**src/rtl/mem_arbiter_pkg.sv**
```systemverilog
// Shared definitions for the two-requester memory arbiter.
//   state_t             : arbiter FSM states (IDLE, BUSY, ACK)
//   DEPTH_WORDS_DEFAULT : default number of 32-bit words in the data memory
//   WORD_ADDR_W         : width of the word index taken from a byte address
package mem_arbiter_pkg;

  localparam int DEPTH_WORDS_DEFAULT = 18;
  localparam int WORD_ADDR_W         = 30;

  typedef enum logic [1:0] {
    IDLE = 2'd0,
    BUSY = 2'd1,
    ACK  = 2'd2
  } state_t;

endpackage

```
**src/rtl/mem_arbiter_rr_pick2.sv**
```systemverilog
// Two-way round-robin pick.
//   req0, req1 : pending requests
//   last       : id of the requester served most recently
//   grant      : id of the winner (meaningful only when any = 1)
//   any        : at least one request is pending
module rr_pick2 (
  input  logic req0,
  input  logic req1,
  input  logic last,
  output logic grant,
  output logic any
);

  // A lone requester wins outright; on a tie the one not served last wins.
  always_comb begin
    grant = 1'b0;
    any   = req0 | req1;
    if (req0 && req1) begin
      grant = ~last;
    end else if (req1) begin
      grant = 1'b1;
    end
  end

endmodule

```
**src/rtl/mem_arbiter.sv**
```systemverilog
// Arbiter that shares a single-port data memory between two requesters.
// Each access runs IDLE -> BUSY -> ACK, with one access in flight at a time.
//   clk, reset            : system clock, synchronous active-high reset
//   req0/1, we0/1         : request (held until ack) and write select
//   addr0/1, wdata0/1     : byte address and write data
//   ack0/1, err0/1        : one-cycle completion pulse, out-of-range flag
//   rdata0/1              : per-requester registered read data
//   mem_we, mem_a, mem_wd : memory write enable, word-aligned address, data
//   mem_rd                : combinational read data from the memory
module mem_arbiter
  import mem_arbiter_pkg::*;
#(
  parameter int DEPTH_WORDS = DEPTH_WORDS_DEFAULT
) (
  input  logic        clk,
  input  logic        reset,
  input  logic        req0,
  input  logic        req1,
  input  logic        we0,
  input  logic        we1,
  input  logic [31:0] addr0,
  input  logic [31:0] addr1,
  input  logic [31:0] wdata0,
  input  logic [31:0] wdata1,
  output logic        ack0,
  output logic        ack1,
  output logic        err0,
  output logic        err1,
  output logic [31:0] rdata0,
  output logic [31:0] rdata1,
  output logic        mem_we,
  output logic [31:0] mem_a,
  output logic [31:0] mem_wd,
  input  logic [31:0] mem_rd
);

  state_t state, state_next;

  logic        win_id;
  logic        lat_we;
  logic [31:0] lat_addr;
  logic [31:0] lat_wdata;
  logic        last_served;
  logic        err_q;

  logic        grant;
  logic        any_req;
  logic        in_range;
  logic [31:0] rd_capture;
  logic [WORD_ADDR_W-1:0] word_idx;

  rr_pick2 u_pick (
    .req0  (req0),
    .req1  (req1),
    .last  (last_served),
    .grant (grant),
    .any   (any_req)
  );

  assign word_idx   = lat_addr[31:2];
  assign in_range   = ({2'b00, word_idx} < 32'(DEPTH_WORDS));
  assign rd_capture = in_range ? mem_rd : 32'h0;

  // The two low address bits are masked rather than dropped so the
  // latched address register stays a plain copy of the request.
  assign mem_a  = {lat_addr[31:2], lat_addr[1:0] & 2'b00};
  assign mem_wd = lat_wdata;

  // State register.
  always_ff @(posedge clk) begin
    if (reset) begin
      state <= IDLE;
    end else begin
      state <= state_next;
    end
  end

  // Next-state and outputs. Reset gates mem_we combinationally so a write
  // caught mid-BUSY never reaches the memory.
  always_comb begin
    state_next = state;
    ack0       = 1'b0;
    ack1       = 1'b0;
    err0       = 1'b0;
    err1       = 1'b0;
    mem_we     = 1'b0;
    case (state)
      IDLE: begin
        if (any_req) state_next = BUSY;
      end
      BUSY: begin
        mem_we     = lat_we & in_range & ~reset;
        state_next = ACK;
      end
      ACK: begin
        ack0       = ~win_id;
        ack1       = win_id;
        err0       = ~win_id & err_q;
        err1       = win_id & err_q;
        state_next = IDLE;
      end
      default: state_next = IDLE;
    endcase
  end

  // Datapath: latch the winner in IDLE, capture read data and the range
  // result at the end of BUSY, remember who was served once acked.
  always_ff @(posedge clk) begin
    if (reset) begin
      win_id      <= 1'b0;
      lat_we      <= 1'b0;
      lat_addr    <= 32'h0;
      lat_wdata   <= 32'h0;
      last_served <= 1'b1;
      err_q       <= 1'b0;
      rdata0      <= 32'h0;
      rdata1      <= 32'h0;
    end else begin
      if (state == IDLE && any_req) begin
        win_id    <= grant;
        lat_we    <= grant ? we1 : we0;
        lat_addr  <= grant ? addr1 : addr0;
        lat_wdata <= grant ? wdata1 : wdata0;
      end
      if (state == BUSY) begin
        err_q <= ~in_range;
        if (!lat_we) begin
          if (win_id) rdata1 <= rd_capture;
          else        rdata0 <= rd_capture;
        end
      end
      if (state == ACK) begin
        last_served <= win_id;
      end
    end
  end

endmodule

```
**config.mk**
```make
export PLATFORM = sky130hd
export DESIGN_NAME = mem_arbiter
export DESIGN_NICKNAME = d
export VERILOG_FILES = /design/src/rtl/mem_arbiter_pkg.sv /design/src/rtl/mem_arbiter_rr_pick2.sv /design/src/rtl/mem_arbiter.sv
export SDC_FILE = /design/constraint.sdc
export NUM_CORES = 1
export LEC_CHECK = 0
export ABC_CLOCK_PERIOD_IN_PS = 2300
export BUFFER_PORTS_ARGS = -buffer_cell sky130_fd_sc_hd__buf_2
export CORE_ASPECT_RATIO = 0.7
export CORE_MARGIN = 1.5
export CORE_UTILIZATION = 46
export DETAILED_ROUTE_END_ITERATION = 8
export PLACE_DENSITY = 0.8
export SLEW_MARGIN = 20
export SYNTH_ARGS = -nofsm -noshare
export SYNTH_HDL_FRONTEND = slang
export SYNTH_SLANG_ARGS = --single-unit
```
**constraint.sdc**
```tcl
create_clock -name clk -period 2.3 [get_ports clk]
set_input_delay 0.46 -clock clk [delete_from_list [all_inputs] [get_ports clk]]
set_output_delay 0.46 -clock clk [all_outputs]
set_load 0.03 [all_outputs]
```
# Word-level counts from Yosys, hierarchy flattened
# Index checks and enable logic that the tools add are counted.
[word_totals]
regBits = 134
out_inout_bits = 133
wordCells = 41
[op_classes]
magnitude_cmp = 1
n_eq_ne = 3
mux = 13
bitwise = 10
reduce_logical = 5
[ops]
columns = ["op", "count"]
rows = [
  ["32-bit two-way mux", 3],
  ["30-bit by 5-bit less-than comparator with 1-bit output (second input constant)", 1],
  ["1-bit two-way mux", 8],
  ["3-bit AND reduction", 2],
  ["1-bit NOT", 5],
  ["1-bit AND", 4],
  ["2-bit case mux with 2 select lines", 1],
  ["2-bit by 1-bit == test with 1-bit output (second input constant)", 1],
  ["2-bit == test (second input constant)", 1],
  ["1-bit logical AND", 2],
  ["2-bit zero test", 1],
  ["2-bit two-way mux", 1],
  ["2-bit != test (second input constant)", 1],
  ["1-bit OR", 1],
]

# Longest topological paths before layout
[logic_depth]
ltp_word = 4
mapped_depth = 6
ltp_nobuf = 4

# Cells and area by module
# A second synthesis with hierarchy kept.
[hier_totals]
cells_unflattened = 584
hier_area_um2 = 6017.0
[modules_own_cells]
columns = ["mod", "instances", "cells_per_inst", "area_each_um2"]
rows = [
  ["mem_arbiter", 1, 582, 6003.3],
  ["rr_pick2", 1, 2, 13.8],
]

# Least setup slack after synthesis
# OpenSTA, ideal clock, no wires.
[synth_path]
path_type = "reg-to-output"
start = "register lat_addr[9]"
end = "output mem_we"
arrival_time_ps = 2207
path_slack_ps = -367
path_stages_with_launch = 7
path_buffers = 2
path_cell_list = "dfxtp_1 or4_1 nor3_2 nand4_1 buf_4 buf_6 nor3_1"
[synth_via]
elab_chain_cells = 4
[synth_rtl]
columns = ["element", "line_no", "text"]
rows = [
  ["start, declared", "mem_arbiter.sv:41", "logic [31:0] lat_addr;"],
  ["start signal, assigned", "mem_arbiter.sv:122", "lat_addr <= grant ? addr1 : addr0;"],
  ["30-bit by 5-bit less-than comparator with 1-bit output", "mem_arbiter.sv:61", "assign in_range = ({2'b00, word_idx} < 32'(DEPTH_WORDS));"],
  ["1-bit AND (2 in series)", "mem_arbiter.sv:92", "mem_we = lat_we & in_range & ~reset;"],
  ["1-bit two-way mux", "mem_arbiter.sv:87", "case (state)"],
  ["end, declared", "mem_arbiter.sv:31", "output logic mem_we,"],
]
# No other way between the ends.

# Worst setup path after layout
[layout_path]
start = "register lat_addr[11]"
end = "output mem_we"
# Same word-level chain as after synthesis.

==> metrics.txt <==
final setup skew 8.66 ps; HPWL after detailed placement 11.3 mm; DRT Pass-1 Iters 7; Sum Neg Setup Slack -66.6 ps; static leakage power 3.79 nW; Post-Route WL 16.0 mm; first-pass GRT wire length 25.2 mm; unrepaired setup endpoints after global routing true; clock network latency to the later pin of the worst-skew pair 400 ps; slowest library cell on the worst path sky130_fd_sc_hd__or4_4; Startpoint Class register; total of buffers placed on input and output ports 292; Yosys top cell by area sky130_fd_sc_hd__dfxtp_1; core area 12,600 um^2; Worst EP arrival 1910 ps; Wirelength per Cell 15.7 um; capture point of the worst path mem_we; WL met1 7.11 mm; final setup margin -66.6 ps; final weighted congestion in routability-driven placement 0.798; Synth-to-Final Area Change 35.2%; Num CTS Buffers 17; slew margin rel. 39.2%; most area-consuming cells after synthesis sky130_fd_sc_hd__dfxtp_1 44%, sky130_fd_sc_hd__mux2i_1 10%, sky130_fd_sc_hd__o41ai_2 10%; highest net fanout along the worst path 3; initial core utilization 47.8%; path depth of the worst reg2reg path 7; slowest stage delay, CP 520 ps; Critical R2R Capture rdata0[12]$_SDFFE_PP0P_; status finished, violations left; kind of critical path reg -> out; number of hold violations in the final report 0; gate count after technology mapping 585; maximum buffer depth of the clock tree 2; synthesized cell area 6020 um^2; power density normalized to cell area 757 nW/um^2; Final Hold Slack 354 ps; non-filler cells in the finished layout 1,014; die area 13,800 um^2; highest-count cells in the layout ignoring fill and taps 290 x sky130_fd_sc_hd__buf_2, 131 x sky130_fd_sc_hd__dfxtp_1, 71 x sky130_fd_sc_hd__nor2_1; Levels on crit path 5; violations in the final reports DRC, setup timing; number of antenna violations at the first check in global routing 0; critical path buffer and inverter count 1; number of placed instances with taps included 982; warning count from the yosys run 0; actual slew at the worst max-slew pin 912 ps; Critical Path RT 1840 ps; Vert. Die Dim 98.7 um; share of the synthesized area in the top cell type 43.9%; kind of capture point of the worst setup path output port; highest clock rate 423 MHz; final-layout fill cell count 1,022; number of synthesized register bits 132; pin count of the biggest net entering global routing 66; CTS sink cnt 132; number of top-level pins 299; via count of the first global-routing pass 5,155; clock root buffer sky130_fd_sc_hd__clkbuf_16; vias after detailed routing 5,412; total of max-cap violations 0; mean cell area of the mapped netlist 10.3 um^2; final period demand of the worst path 2370 ps; fin crit share 103%; most common cell after layout, fill and taps aside sky130_fd_sc_hd__buf_2; CTS clk-pin slew, worst paths 60 ps; cell row count 34; CP Cell Sequence or4_4 > nor3_2 > nand4_1 > nor3_4 > buf_6; count of unresolved DRC violations after routing 13; total length of routed met3 wires 992 um; final global-route overflow total 0; reg-to-reg slack, setup 80 ps; kind of cell adding the most delay to the critical path simple AND/OR/NAND/NOR gates; count of unique library cells instantiated by Yosys 32; launching element of the worst setup path lat_addr[11]$_SDFFE_PP0P_; routed length on met2 7.56 mm; 1st-iter DRT viols 269; Post-CTS Hold Buffers 0; setup violators final 1; Final Util 64.7%; classification of the worst-slack hold path in -> reg; top routing layer used met4; global routing usage summed across all routing layers 22.9%; startpoint of the lowest-slack register-to-register path lat_addr[11]$_SDFFE_PP0P_; routed via count divided by cell count 5.34; layout cell share with drive strength beyond 1 45.0%; largest voltage drop on the vdd net 463 uV; total power consumption of the routed design 6.16 mW; width of the die 140 um; Antenna Nets Post-Route 0; number of nets in the final layout 1,007; number of H-tree branching levels 4; Final Max Tran Viols 0; Antenna Diode Count 0; sequential element share of the synthesized area 43.9%; CTS tree yes
-- per-stage QoR --
step / setup WS [ps] / area [um^2]
after floorplan: 1.23 / 6040
after global placement: 167 / 7560
after detailed placement: 146 / 7560
after CTS: -96.8 / 8110
after global routing: -144 / 8140
final: -66.6 / 8140
-- state kept, by name, summed over array words and instances, names as in the netlist --
signal       cells
rdata1          32
lat_addr        30
mem_wd          32
rdata0          32
err_q            1
last_served      1
state            2
lat_we           1
win_id           1
-- tightest hold or removal path: stages --
cell and delay (ps):
sky130_fd_sc_hd__buf_2 90, sky130_fd_sc_hd__nand2b_1 90, sky130_fd_sc_hd__o41ai_2 60
-- Yosys cell counts --
cell type and count:
sky130_fd_sc_hd__buf_6 4, sky130_fd_sc_hd__nor4_1 4, sky130_fd_sc_hd__or3_1 2, sky130_fd_sc_hd__nand2_1 1
sky130_fd_sc_hd__nor2_1 71, sky130_fd_sc_hd__nor3_2 1, sky130_fd_sc_hd__buf_4 3, sky130_fd_sc_hd__inv_1 1
sky130_fd_sc_hd__mux2i_1 63, sky130_fd_sc_hd__nand2b_1 34, sky130_fd_sc_hd__buf_1 10, sky130_fd_sc_hd__a22oi_1 1
sky130_fd_sc_hd__nand3b_1 64, sky130_fd_sc_hd__o21ai_0 1, sky130_fd_sc_hd__nand3_1 1, sky130_fd_sc_hd__nor2b_1 1
sky130_fd_sc_hd__nand4_1 1, sky130_fd_sc_hd__o31a_1 1, sky130_fd_sc_hd__buf_2 8, sky130_fd_sc_hd__o31ai_1 1
sky130_fd_sc_hd__conb_1 1, sky130_fd_sc_hd__dfxtp_1 132, sky130_fd_sc_hd__o41ai_2 38, sky130_fd_sc_hd__o21a_1 1
sky130_fd_sc_hd__a211o_1 1, sky130_fd_sc_hd__a211oi_1 63, sky130_fd_sc_hd__or4_1 1, sky130_fd_sc_hd__o41ai_1 26
sky130_fd_sc_hd__clkbuf_1 44, sky130_fd_sc_hd__and2_1 2, sky130_fd_sc_hd__a21boi_0 1, sky130_fd_sc_hd__nor3_1 2
-- where the power goes --
part           internal, mW  leakage [nW]  total (mW)  switching [mW]
clock                  1.52         0.259        2.47           0.948
combinational         0.418          2.45        1.18           0.765
sequential             2.43          1.08        2.51          0.0857
-- logic make-up (layout without fill, tap and decap cells) --
family	count (synthesis)	in the layout	synth area share, %
AOI/OAI and AO/OA	134	134	22.8
buffers and inverters	70	336	5.22
DFF	132	132	43.9
muxes	63	63	10.5
other	1	2	0.0623
and+or+nand+nor	185	185	17.6
-- area by class of cell --
cell class | count | area (um^2) | share of cell area [%]
clock buffers | 20 | 457 | 5.61
clock inverters | 10 | 85.1 | 1.05
inverters | 1 | 3.75 | 0.0461
multi-input cells | 384 | 3130 | 38.5
flip-flops and latches | 132 | 2640 | 32.5
well taps | 162 | 203 | 2.49
repair buffers | 305 | 1620 | 19.9
-- layer usage --
metal	vias up	GRT usage (%)
li1	2719	-
met1	2490	29.0
met2	177	37.5
met3	26	6.46
met4	0	8.10
met5	-	0
-- how the worst min path moves through the flow --
stage / slack (ps) / from / to / cells past startpoint
after floorplan: 430 / last_served$_SDFFE_PP1P_ / last_served$_SDFFE_PP1P_ / 1
after global placement: 460 / rdata1[24]$_SDFFE_PP0P_ / rdata1[24]$_SDFFE_PP0P_ / 2
after detailed placement: 470 / rdata0[10]$_SDFFE_PP0P_ / rdata0[10]$_SDFFE_PP0P_ / 2
after CTS: 340 / mem_rd[31] / rdata0[31]$_SDFFE_PP0P_ / 3
after global routing: 340 / mem_rd[2] / rdata1[2]$_SDFFE_PP0P_ / 3
final: 350 / mem_rd[2] / rdata1[2]$_SDFFE_PP0P_ / 3
-- timing repair --
item | in CTS | in global routing
pin swaps | 2 | 0
resized for setup | 2 | 4
endpoints found under the setup margin | 1 | 1
buffers inserted | 1 | 1
(Power assumes the default switching activity.)
